<file path="src/rtl/cipher_pkg.sv">
// Shared types and constants for the cipher datapath and its downstream serializer.
package cipher_pkg;

  localparam int BYTE_W = 8;

  typedef enum logic {IDLE, SEND} state_t;

endpackage

</file>
<file path="src/rtl/cipher_byte_serializer_if.sv">
// Byte-wide valid/ready stream leaving the serializer (toward a UART TX or FIFO).
interface cipher_byte_serializer_if;
  import cipher_pkg::*;

  logic [BYTE_W-1:0] out_byte;
  logic              out_valid;
  logic              out_ready;
  logic              out_last;

  modport master (output out_byte, out_valid, out_last, input out_ready);
  modport slave  (input out_byte, out_valid, out_last, output out_ready);
endinterface

</file>
<file path="src/rtl/cipher_edge_det.sv">
// Registered rising-edge detector; a level held high produces a single pulse.
module cipher_edge_det (
  input  logic clk,
  input  logic rst,
  input  logic d,
  output logic rise
);
  logic d_q;

  always_ff @(posedge clk) begin
    if (!rst) d_q <= 1'b0;
    else      d_q <= d;
  end

  assign rise = d & ~d_q;
endmodule

</file>
<file path="src/rtl/cipher_byte_serializer.sv">
// Splits each N-bit ciphertext into MSB-first bytes on a valid/ready link,
// flagging frames that arrive while the previous one is still draining.
module cipher_byte_serializer
  import cipher_pkg::*;
#(
  parameter int N = 16
) (
  input  logic                      clk,
  input  logic                      rst,
  input  logic                      done,
  input  logic [N-1:0]              ciphertext,
  cipher_byte_serializer_if.master  tx,
  output logic                      busy,
  output logic                      frame_done,
  output logic                      overrun,
  input  logic                      clear_err
);
  localparam int NBYTES = N / BYTE_W;
  localparam int CW     = $clog2(NBYTES + 1);

  generate
    if (N < BYTE_W || (N % BYTE_W) != 0) begin : g_bad_n
      $error("cipher_byte_serializer: N must be a positive multiple of 8");
    end
  endgenerate

  state_t         state, state_d;
  logic [N-1:0]   shreg;
  logic [CW-1:0]  cnt;
  logic           new_frame, accept, last_acc, load, shift, set_ovr;

  cipher_edge_det u_edge (
    .clk  (clk),
    .rst  (rst),
    .d    (done),
    .rise (new_frame)
  );

  assign accept   = (state == SEND) & tx.out_ready;
  assign last_acc = accept & (cnt == CW'(1));
  // The last-byte cycle frees the register, so a coincident edge is a clean hand-off.
  assign set_ovr  = new_frame & (state == SEND) & ~last_acc;

  always_comb begin
    state_d = state;
    load    = 1'b0;
    shift   = 1'b0;
    case (state)
      IDLE: if (new_frame) begin
        load    = 1'b1;
        state_d = SEND;
      end
      SEND: if (accept) begin
        shift = 1'b1;
        if (cnt == CW'(1)) begin
          load    = new_frame;
          state_d = new_frame ? SEND : IDLE;
        end
      end
      default: state_d = IDLE;
    endcase
  end

  always_ff @(posedge clk) begin
    if (!rst) begin
      state      <= IDLE;
      shreg      <= '0;
      cnt        <= '0;
      frame_done <= 1'b0;
      overrun    <= 1'b0;
    end else begin
      state      <= state_d;
      frame_done <= last_acc;
      if (load) begin
        shreg <= ciphertext;
        cnt   <= CW'(NBYTES);
      end else if (shift) begin
        shreg <= shreg << BYTE_W;
        cnt   <= cnt - CW'(1);
      end
      if (set_ovr)        overrun <= 1'b1;
      else if (clear_err) overrun <= 1'b0;
    end
  end

  // shreg drains to zero by frame end, so out_byte reads 0 whenever idle.
  assign tx.out_byte  = shreg[N-1 -: BYTE_W];
  assign tx.out_valid = (state == SEND);
  assign tx.out_last  = (state == SEND) && (cnt == CW'(1));
  assign busy         = (state == SEND);
endmodule

</file>
<file path="src/flat_wrapper.sv">
// flat-port wrapper written by rule: the top's interface ports become plain ports
module cipher_byte_serializer_flat import cipher_pkg::*;
#(
  parameter int N = 16
)
  (clk, rst, done, ciphertext, busy, frame_done, overrun, clear_err, tx_out_byte, tx_out_valid, tx_out_last, tx_out_ready);
  cipher_byte_serializer_if tx_i ();
  input  logic clk;
  input  logic rst;
  input  logic done;
  input  logic [N-1:0] ciphertext;
  output logic busy;
  output logic frame_done;
  output logic overrun;
  input  logic clear_err;
  output wire logic [$bits(tx_i.out_byte)-1:0] tx_out_byte;
  output wire logic [$bits(tx_i.out_valid)-1:0] tx_out_valid;
  output wire logic [$bits(tx_i.out_last)-1:0] tx_out_last;
  input wire logic [$bits(tx_i.out_ready)-1:0] tx_out_ready;
  assign tx_out_byte = tx_i.out_byte;
  assign tx_out_valid = tx_i.out_valid;
  assign tx_out_last = tx_i.out_last;
  assign tx_i.out_ready = tx_out_ready;
  cipher_byte_serializer #(.N(N)) u_core (.clk(clk), .rst(rst), .done(done), .ciphertext(ciphertext), .tx(tx_i), .busy(busy), .frame_done(frame_done), .overrun(overrun), .clear_err(clear_err));
endmodule
</file>
<file path="config.mk">
export PLATFORM = sky130hd
export DESIGN_NAME = cipher_byte_serializer_flat
export DESIGN_NICKNAME = d
export VERILOG_FILES = /design/src/rtl/cipher_pkg.sv /design/src/rtl/cipher_byte_serializer_if.sv /design/src/rtl/cipher_edge_det.sv /design/src/rtl/cipher_byte_serializer.sv /design/src/flat_wrapper.sv
export SDC_FILE = /design/constraint.sdc
export NUM_CORES = 1
export LEC_CHECK = 0
export CORE_UTILIZATION = 40
export DETAILED_ROUTE_END_ITERATION = 8
export GPL_TIMING_DRIVEN = 0
export PLACE_DENSITY = 0.74
export SYNTH_ARGS = -nofsm -noshare
export SYNTH_HDL_FRONTEND = slang
export SYNTH_SLANG_ARGS = --single-unit
</file>
<file path="constraint.sdc">
create_clock -name clk -period 1.25 [get_ports clk]
set_input_delay 0.3125 -clock clk [delete_from_list [all_inputs] [get_ports clk]]
set_output_delay 0.3125 -clock clk [all_outputs]
set_load 0.02 [all_outputs]
</file>
======== Yosys cells after proc, flatten, opt, wreduce, memory -nomap -nowiden ========
Index checks and enable logic that the tools add are counted.
storage, ports and cells
  register bits ........................... 22
  bits of input ports ..................... 21
  output and inout port bits .............. 13
  word-level logic and storage cells ...... 37
operators by class
  $add $sub $neg .......................... 1
  equality and inequality tests ........... 1
  muxes and demuxes ....................... 15
  bitwise gates (word level) .............. 9
  reductions and logical operators ........ 4
operators with widths
  cell                 count
  $mux 16              2
  $mux 1               9
  $and 1x1->1          5
  $mux 2               2
  $not 1->1            4
  $pmux 1 s2           2
  $reduce_bool 2->1    2
  $eq 2x1->1 const B   1
  $reduce_or 2->1      1
  $sub 2x1->2 const B  1
  $logic_and 1x1->1    1

======== Logic depth before layout (Yosys ltp) ========
Gate-level depths: netlist of run 1.
  word-level depth ........................ 6
  mapped depth ............................ 7
  mapped depth without buffers ............ 5

======== Cells and area by module ========
Synthesis of run 1 repeated with hierarchy kept, for this count alone.
second synthesis, totals
  cells, all modules ...................... 100
  area, all modules ....................... 1011.0 um^2
modules (own cells, without submodules)
  module                  instances  cells an instance  area an instance (um^2)  seq. area each (um^2)
  cipher_byte_serializer  1          97                 970.9                    420.4
  cipher_edge_det         1          3                  40.0                     20.0

======== Least setup slack after synthesis of run 1 ========
OpenSTA, ideal clock, no wires.
  kind .................................... register to register
  start ................................... register u_core.state, in the netlist u_core.busy
  end ..................................... register u_core.shreg[14]
  library setup time ...................... 0.124 ns
  arrival time ............................ 1.255 ns
  data required time ...................... 1.126 ns
  slack ................................... -0.129 ns
  cell stages (with the launch flop) ...... 6
  buffers on the path ..................... 2
  period minus slack after synthesis ...... 1.379 ns
  path through ............................ dfxtp_1 > a21boi_4 > nand2b_1 > buf_6 > buf_8 > a21oi_1
between the ends
  cells in the longest elaborated chain, start to end .. 4
  elaborated cells on any way between the ends .. 8
  classes of those cells .................. 5 x mux; 2 x bitwise; 1 x reduce/logical
RTL lines
  what                                          RTL line                      source
  start: declaration                            cipher_byte_serializer.sv:27  state_t state, state_d;
  start signal: assignment                      cipher_byte_serializer.sv:72  state <= state_d;
  $and 1x1->1                                   cipher_byte_serializer.sv:39  assign accept = (state == SEND) & tx.out_ready;
  $mux 1                                        cipher_byte_serializer.sv:53  SEND: if (accept) begin
  $pmux 1 s2 or $mux 1 (tied branches)          cipher_byte_serializer.sv:48  case (state)
  $mux 16 or $reduce_bool 2->1 (tied branches)  --
  end signal: assignment                        cipher_byte_serializer.sv:75  shreg <= ciphertext;
  end signal: assignment                        cipher_byte_serializer.sv:78  shreg <= shreg << BYTE_W;
  end: declaration                              cipher_byte_serializer.sv:28  logic [N-1:0] shreg;
Several ways; a longest one is shown, not always the timed one.
A chain may end at the register's enable or synchronous reset.

======== Final worst setup path of run 1 ========
  start ................................... register u_core.cnt[1]
  end ..................................... output port tx_out_last
between the ends
  cells in the longest elaborated chain, start to end .. 2
RTL lines
  what                      RTL line                      source
  start: declaration        cipher_byte_serializer.sv:29  logic [CW-1:0] cnt;
  start signal: assignment  cipher_byte_serializer.sv:76  cnt <= CW'(NBYTES);
  start signal: assignment  cipher_byte_serializer.sv:79  cnt <= cnt - CW'(1);
  $eq 2x1->1                cipher_byte_serializer.sv:89  assign tx.out_last = (state == SEND) && (cnt == CW'(1));
  $logic_and 1x1->1         cipher_byte_serializer.sv:89
  end: declaration          flat_wrapper.sv:18            output wire logic [$bits(tx_i.out_last)-1:0] tx_out_last;
Every way passes these cells.

==> flow_summary_export.csv, run 1 <==
group,metric,value,unit
global_routing,global_route.usage.total,19.60,%
pwr,total_leakage_power,0.7035,nW
synthesis,synth-seq-area-share,42.51,%
worst_setup_path,timing.critical_path.slowest_stage_cell,"sky130_fd_sc_hd__dfxtp_2",
finish,diodes,0,
synthesis,avg_synthesized_cell_area,9.774,um2
worst_setup_path,required,0.94,ns
worst_setup_path,criticalPathCategory,"flip-flop to output port",
synthesis,dominantRegCellSynth,"sky130_fd_sc_hd__dfxtp_1",
place,dp_hpwl,1647,um
synthesis,synth_edf_count,0,
pwr,power.share.clock,29.1,%
synthesis,post-synth-top-area-cell,"sky130_fd_sc_hd__dfxtp_1",
global_routing,grt_pass1_wl,3912,um
worst_setup_path,worst_path_dominant_cell_family,"flip-flops",
route,vias,919,
pwr,power_frac_seq,42.5,%
die,initial_core_util,42.20,%
pwr,power_density,1060,nW/um2
worst_setup_path,critPathMaxStageDelay,0.35,ns
cts,cts_made_buffers,3,
die,std_cell_rows,18,
sta,finalMaxSlewViolations,0,
worst_setup_path,critical_path.n_buffers_inverters,2,
cts,ctsHoldBuffers,0,
synthesis,cell_area_after_synthesis,1036,um2
pwr,power.combinational.fraction,28.5,%
worst_setup_path,cp_data_arrival_time,1.11,ns
route,mean_number_of_vias_per_cell,5.343,
finish,syn2layout_area_growth,69.69,%
finish,final_core_utilization,71.61,%
pwr,power.switching,0.0005048,W
finish,finalNetCount,165,
route,detail_route.wl_per_cell,16.47,um
worst_setup_path,timing.critical_path.from_type,"flip-flop",
die,die_height,52.89,um
route,iteration_0_drc_markers,11,
pwr,vdd_drop_max,0.0007030,V
route,drt_pre_antenna_iters,4,
synthesis,yosys.area.top_type_share,42.51,%
sta,worst-slew-pin-transition,0.9494,ns
sta,finalHoldViolations,0,
place,place_worst_setup_slack,-0.5990,ns
global_routing,antenna_found_initial,0,
synthesis,synth_area_leaders,"sky130_fd_sc_hd__dfxtp_1 43%, sky130_fd_sc_hd__mux2i_1 8.7%, sky130_fd_sc_hd__buf_4 7.2%",
sta,setup_viol,18,
flow_run,drv_cap,0,
finish,share_of_cells_above_drive_strength_1,52.11,%
cts,clockRootBuffer,"sky130_fd_sc_hd__clkbuf_4",
cts,clk_path_buf_depth,2,
outcome,violations,"negative setup slack",
cts,clkTransAtPathRegs,0.13,ns
pwr,intPower,0.001359,W
sta,min_period_over_period,113.6,%
place,numPortBuffers,32,
die,dieArea,2797,um2
die,core_region_area,2455,um2
synthesis,synthMostInstantiatedCell,"sky130_fd_sc_hd__dfxtp_1",
cts,h_tree_levels,1,
sta,unrepaired_setup_endpoints_after_global_routing,"yes",
place,finalWeightedCongestion,0.7776,
synthesis,post_synth_num_cell_types,24,
die,fp.dieW,52.89,um
cts,clock_tree_from_tritoncts,"yes",
sta,min_period,1.420,ns
sta,slew_headroom,36.71,%
global_routing,grt_start_max_net_pins,19,
worst_hold_path,hold_crit_class,"primary input to flip-flop",
synthesis,postSynth.asyncResetShare,0,%
sta,worst_case_clock_skew,0.01083,ns
pwr,p_total,0.001864,W
die,ios,34,
route,postRouteWirelength,2832,um
cts,clock_sinks,22,
sta,setup_slack,-0.1698,ns
synthesis,synthTopCellsByCount,"22 x sky130_fd_sc_hd__dfxtp_1, 10 x sky130_fd_sc_hd__buf_4, 9 x sky130_fd_sc_hd__a21oi_1, 9 x sky130_fd_sc_hd__mux2i_1",
global_routing,grt.overflow.total,0,
worst_setup_path,endpoint_class_of_the_critical_path,"output port",
global_routing,grt_pass1_vias,875,
route,route.detailed.drc,0,
synthesis,synth_nets,128,
sta,fmax,0.7043,GHz
outcome,outcome,"finished, violations left",
worst_setup_path,cp_cell_sequence,"inv_2 > ha_4 > and2_4 > buf_6",
worst_setup_path,crit_path_max_fanout,2,
cts,clock_insertion_delay_worst_skew,0.31,ns
synthesis,synth-warning-count,0,
route,route.antenna.remaining_nets,0,
synthesis,yosys_register_bits,22,
pwr,switching_share,27.08,%
synthesis,netlist_instances,106,
layout by cell type, fill, tap and decap left out, types with 2 or more instances in the layout:
cell type                         synthesis  layout
sky130_fd_sc_hd__a21oi_1                  9       3
sky130_fd_sc_hd__a21oi_2                  0       6
sky130_fd_sc_hd__and3_1                   2       2
sky130_fd_sc_hd__buf_12                   0       2
sky130_fd_sc_hd__buf_2                    2       3
sky130_fd_sc_hd__buf_4                   10       5
sky130_fd_sc_hd__buf_6                    1      13
sky130_fd_sc_hd__buf_8                    1       2
sky130_fd_sc_hd__clkbuf_1                 4       3
sky130_fd_sc_hd__clkbuf_4                 0       3
sky130_fd_sc_hd__clkdlybuf4s50_1          0      17
sky130_fd_sc_hd__dfxtp_1                 22      11
sky130_fd_sc_hd__dfxtp_2                  0      10
sky130_fd_sc_hd__dlygate4sd2_1            0       2
sky130_fd_sc_hd__mux2i_1                  9       9
sky130_fd_sc_hd__nand2_1                  8       8
sky130_fd_sc_hd__nand2b_4                 0       2
sky130_fd_sc_hd__nor2b_1                  3       2
sky130_fd_sc_hd__o2111ai_2                0       6
sky130_fd_sc_hd__o21ai_1                  0       7
sky130_fd_sc_hd__o31ai_2                  0       2
sky130_fd_sc_hd__o31ai_4                  0       6
path summary, 6_finish.rpt:
check             depth (start not counted)             from  slack [ns]         endpoint
setup / recovery                          4    u_core.cnt[1]       -0.17      tx_out_last
hold / removal                            3              rst        0.42  u_core.shreg[1]
setup reg to reg                          7    u_core.cnt[1]       -0.07  u_core.shreg[0]
hold reg to reg                           2  u_core.shreg[5]        0.48  u_core.shreg[5]
cell families (layout without fill, tap and decap cells):
group / count (synthesis) / in the layout / share of synthesized area [%]
AOI/OAI and AO/OA: 36 / 36 / 24.76
DFF: 22 / 22 / 42.51
buffers and inverters: 19 / 55 / 12.56
and+or+nand+nor: 18 / 18 / 9.420
muxes: 9 / 9 / 8.696
adders and majority gates: 1 / 1 / 1.208
xor gates and xnor gates: 1 / 1 / 0.8456
through the flow:
step / TNS (ns) / hold WS [ns] / cell area [um2] / std cells
6_report: -0.9991 / 0.4211 / 1758 / 172
3_5_place_dp: -11.40 / 0.4774 / 1420 / 168
5_1_grt: -1.931 / 0.4454 / 1758 / 172
3_3_place_gp: -10.81 / 0.4712 / 1420 / 168
2_1_floorplan: -0.5078 / 0.4398 / 1062 / 106
4_1_cts: -0.1756 / 0.4130 / 1578 / 177
what timing repair did:
item,CTS,global route
setup endpoints to repair,32,31
gates cloned,1,1
pin swaps,3,12
resized for setup,80,52
setup buffers,8,0
power groups by stage:
| stage | Sequential, W | Combinational, W | Clock (W) |
|---|---|---|---|
| 6_report | 0.000792 | 0.000531 | 0.000542 |
| 5_1_grt | 0.000800 | 0.000563 | 0.000593 |
| 4_1_cts | 0.000784 | 0.000432 | 0.000553 |
| 3_5_place_dp | 0.000797 | 0.000385 | 0 |
| 3_3_place_gp | 0.000794 | 0.000379 | 0 |
| 2_1_floorplan | 0.000794 | 0.000227 | 0 |
worst min-delay path, delay by kind of cell:
family,cells,cell delay (ns)
buf+inv,1,0.21
compound gates,1,0.05
simple gates,1,0.13
routing by layer:
layer | global-route usage [%] | share of wire (%) | vias to the layer above
met5 | 0 | 0 | -
li1 | - | - | 456
met4 | 8.333 | 0.88 | 0
met1 | 24.83 | 43 | 434
met3 | 3.161 | 4.7 | 4
met2 | 32.49 | 51 | 25
sequential cells by signal, summed over array words and instances (netlist names):
| register | cells |
|---|---|
| u_core.busy | 1 |
| u_core.cnt | 2 |
| u_core.frame_done | 1 |
| u_core.overrun | 1 |
| u_core.shreg | 16 |
| u_core.u_edge.d_q | 1 |
final cells by class:
| cell class | instances | area [um2] |
|---|---|---|
| plain buffers | 9 | 71.32 |
| clock buffers | 3 | 22.52 |
| clock inverters | 1 | 30.03 |
| fillers | 177 | 696.9 |
| inverters | 1 | 3.754 |
| multi-input cells | 65 | 681.9 |
| flip-flops and latches | 22 | 456.7 |
| well taps | 30 | 37.54 |
| repair buffers | 41 | 454.2 |
(Power assumes the default switching activity.)
==> run 2: changes to the inputs <==
--- a/config.mk
+++ b/config.mk
@@ -12,3 +12,4 @@
 export SYNTH_ARGS = -nofsm -noshare
 export SYNTH_HDL_FRONTEND = slang
 export SYNTH_SLANG_ARGS = --single-unit
+export TNS_END_PERCENT = 100
==> results of run 2 <==
Final layout, timing and power as in run 1 (identical DEF).
==> run 3: changes to the inputs <==
==> constraint.sdc (replaced) <==
create_clock -name clk -period 1.25 [get_ports clk]
set_input_delay 0.3125 -clock clk [delete_from_list [all_inputs] [get_ports clk]]
set_output_delay 0.3125 -clock clk [all_outputs]
set_load 0.01 [all_outputs]
==> flow_summary_export.csv, run 3 (synthesis results as in run 1) <==
group,metric,value,unit
outcome,outcome,"finished, violations left",
outcome,violations,"negative setup slack",
cts,cts_made_buffers,3,
route,vias,953,
sta,slew_headroom,39.38,%
sta,setup_slack,-0.1628,ns
sta,holdWs,0.4231,ns
finish,largest_register_ffs,16,
pwr,intPower,0.001380,W
die,std_cell_rows,18,
route,route.detailed.drc,0,
route,detail_route.wl_per_cell,15.70,um
global_routing,grt_pass1_vias,923,
worst_setup_path,critical_path.n_buffers_inverters,2,
die,core_region_area,2455,um2
flow_run,drv_cap,0,
finish,mostFrequentLayoutCells,"17 x sky130_fd_sc_hd__buf_6, 17 x sky130_fd_sc_hd__clkdlybuf4s50_1, 11 x sky130_fd_sc_hd__dfxtp_1, 10 x sky130_fd_sc_hd__dfxtp_2, 9 x sky130_fd_sc_hd__mux2i_1",
pwr,power.switching,0.0004872,W
place,numPortBuffers,32,
pwr,power.combinational.fraction,28.7,%
place,dp_hpwl,1647,um
finish,largestRegisters,"u_core.shreg (16), u_core.cnt (2)",
worst_setup_path,endpoint_class_of_the_critical_path,"output port",
die,ios,34,
cts,clkTransAtPathRegs,0.13,ns
cts,clock_sinks,22,
finish,fillerInstances,175,
route,route.antenna.remaining_nets,0,
cts,h_tree_levels,1,
pwr,power.share.clock,29.1,%
pwr,p_total,0.001867,W
route,drt_pre_antenna_iters,4,
route,postRouteWirelength,2795,um
sta,min_period_over_period,113.0,%
pwr,power_frac_seq,42.3,%
finish,ff_latch_area,456.7,um2
worst_setup_path,worst_path_dominant_cell_family,"flip-flops",
finish,largest-register,"u_core.shreg",
worst_setup_path,critPathMaxStageDelay,0.35,ns
worst_setup_path,required,0.94,ns
finish,syn2layout_area_growth,75.72,%
sta,setup_viol,14,
worst_setup_path,cp_data_arrival_time,1.10,ns
worst_setup_path,crit_path_max_fanout,2,
worst_setup_path,criticalPathCategory,"flip-flop to output port",
global_routing,grt_start_max_net_pins,19,
cts,clk_path_buf_depth,2,
worst_setup_path,timing.critical_path.slowest_stage_cell,"sky130_fd_sc_hd__dfxtp_2",
global_routing,antenna_found_initial,0,
finish,share_of_cells_above_drive_strength_1,52.70,%
die,fp.dieW,52.89,um
finish,finalNetCount,171,
die,die_height,52.89,um
pwr,vdd_drop_max,0.0006932,V
pwr,switching_share,26.09,%
sta,unrepaired_setup_endpoints_after_global_routing,"yes",
route,mean_number_of_vias_per_cell,5.354,
route,iteration_0_drc_markers,10,
finish,multiInputGateArea,683.2,um2
worst_setup_path,cp_cell_sequence,"inv_2 > ha_4 > and2_4 > buf_6",
place,finalWeightedCongestion,0.7776,
sta,fmax,0.7078,GHz
global_routing,grt.overflow.total,0,
pwr,total_leakage_power,0.7409,nW
sta,finalMaxSlewViolations,0,
die,initial_core_util,42.20,%
sta,worst_case_clock_skew,0.01277,ns
cts,clock_insertion_delay_worst_skew,0.31,ns
cts,clock_tree_from_tritoncts,"yes",
sta,worst-slew-pin-transition,0.9092,ns
place,place_worst_setup_slack,-0.5990,ns
global_routing,global_route.usage.total,20.85,%
pwr,power_density,1026,nW/um2
cts,clockRootBuffer,"sky130_fd_sc_hd__clkbuf_4",
worst_hold_path,hold_crit_class,"primary input to flip-flop",
worst_setup_path,timing.critical_path.from_type,"flip-flop",
global_routing,grt_pass1_wl,4229,um
sta,min_period,1.413,ns
finish,diodes,0,
cts,ctsHoldBuffers,0,
sta,finalHoldViolations,0,
die,dieArea,2797,um2
run 3: changes by cell type in the layout (fill, tap and decap cells not counted), sizes merged:
cell         previous run  this run
buf                    26        32
clkbuf                  8         7
dlygate4sd2             2         3
run 3: path summary, 6_finish.rpt:
| path | from | cells past startpoint | endpoint | slack (ns) |
|---|---|---|---|---|
| min reg2reg | u_core.shreg[3] | 2 | u_core.shreg[3] | 0.48 |
| max | u_core.cnt[1] | 4 | tx_out_last | -0.16 |
| min | rst | 3 | u_core.shreg[1] | 0.42 |
| max reg2reg | u_core.cnt[1] | 7 | u_core.shreg[4] | -0.06 |
run 3: final cells by class:
cell class / instances / area share [%]
inverters: 1 / 0.2062
multi-input cells: 65 / 37.53
well taps: 30 / 2.062
clock inverters: 1 / 1.649
clock buffers: 3 / 1.237
repair buffers: 43 / 26.25
flip-flops and latches: 22 / 25.09
plain buffers: 13 / 5.979
run 3: worst min-delay path: stages:
cell and delay, ns:
sky130_fd_sc_hd__clkbuf_1 0.22, sky130_fd_sc_hd__nand2_1 0.13, sky130_fd_sc_hd__o21ai_1 0.05
run 3: stage by stage:
step | std cells | area (um2) | setup TNS, ns | util, %
floorplan | 106 | 1062 | -0.5080 | -
global placement | 168 | 1420 | -10.18 | 57.85
detailed placement | 168 | 1420 | -10.72 | 57.85
CTS | 180 | 1640 | -0.2869 | 66.82
global route | 178 | 1821 | -1.401 | 74.16
finish | 178 | 1821 | -0.5456 | 74.16
run 3: what timing repair did:
action | in CTS | in global routing
cloned | 2 | 0
endpoints found under the setup margin | 32 | 29
endpoints found under the hold margin | 0 | 0
resized for setup | 86 | 37
setup buffers | 9 | 0
pin swaps | 3 | 15
run 3: power by group through the flow:
| stage | logic (W) | clock network (W) | registers, W |
|---|---|---|---|
| 2_1_floorplan | 0.000207 | 0 | 0.000791 |
| 3_3_place_gp | 0.000356 | 0 | 0.000794 |
| 3_5_place_dp | 0.000363 | 0 | 0.000797 |
| 4_1_cts | 0.000445 | 0.000553 | 0.000784 |
| 5_1_grt | 0.000570 | 0.000594 | 0.000797 |
| 6_report | 0.000536 | 0.000543 | 0.000789 |
run 3: per-layer routing:
layer | track usage (%) | vias up | part of all wire, %
li1 | - | 463 | -
met1 | 26.52 | 459 | 45
met3 | 3.161 | 0 | 5.1
met4 | 8.333 | 0 | 0
met5 | 0 | - | 0
met2 | 34.81 | 31 | 50
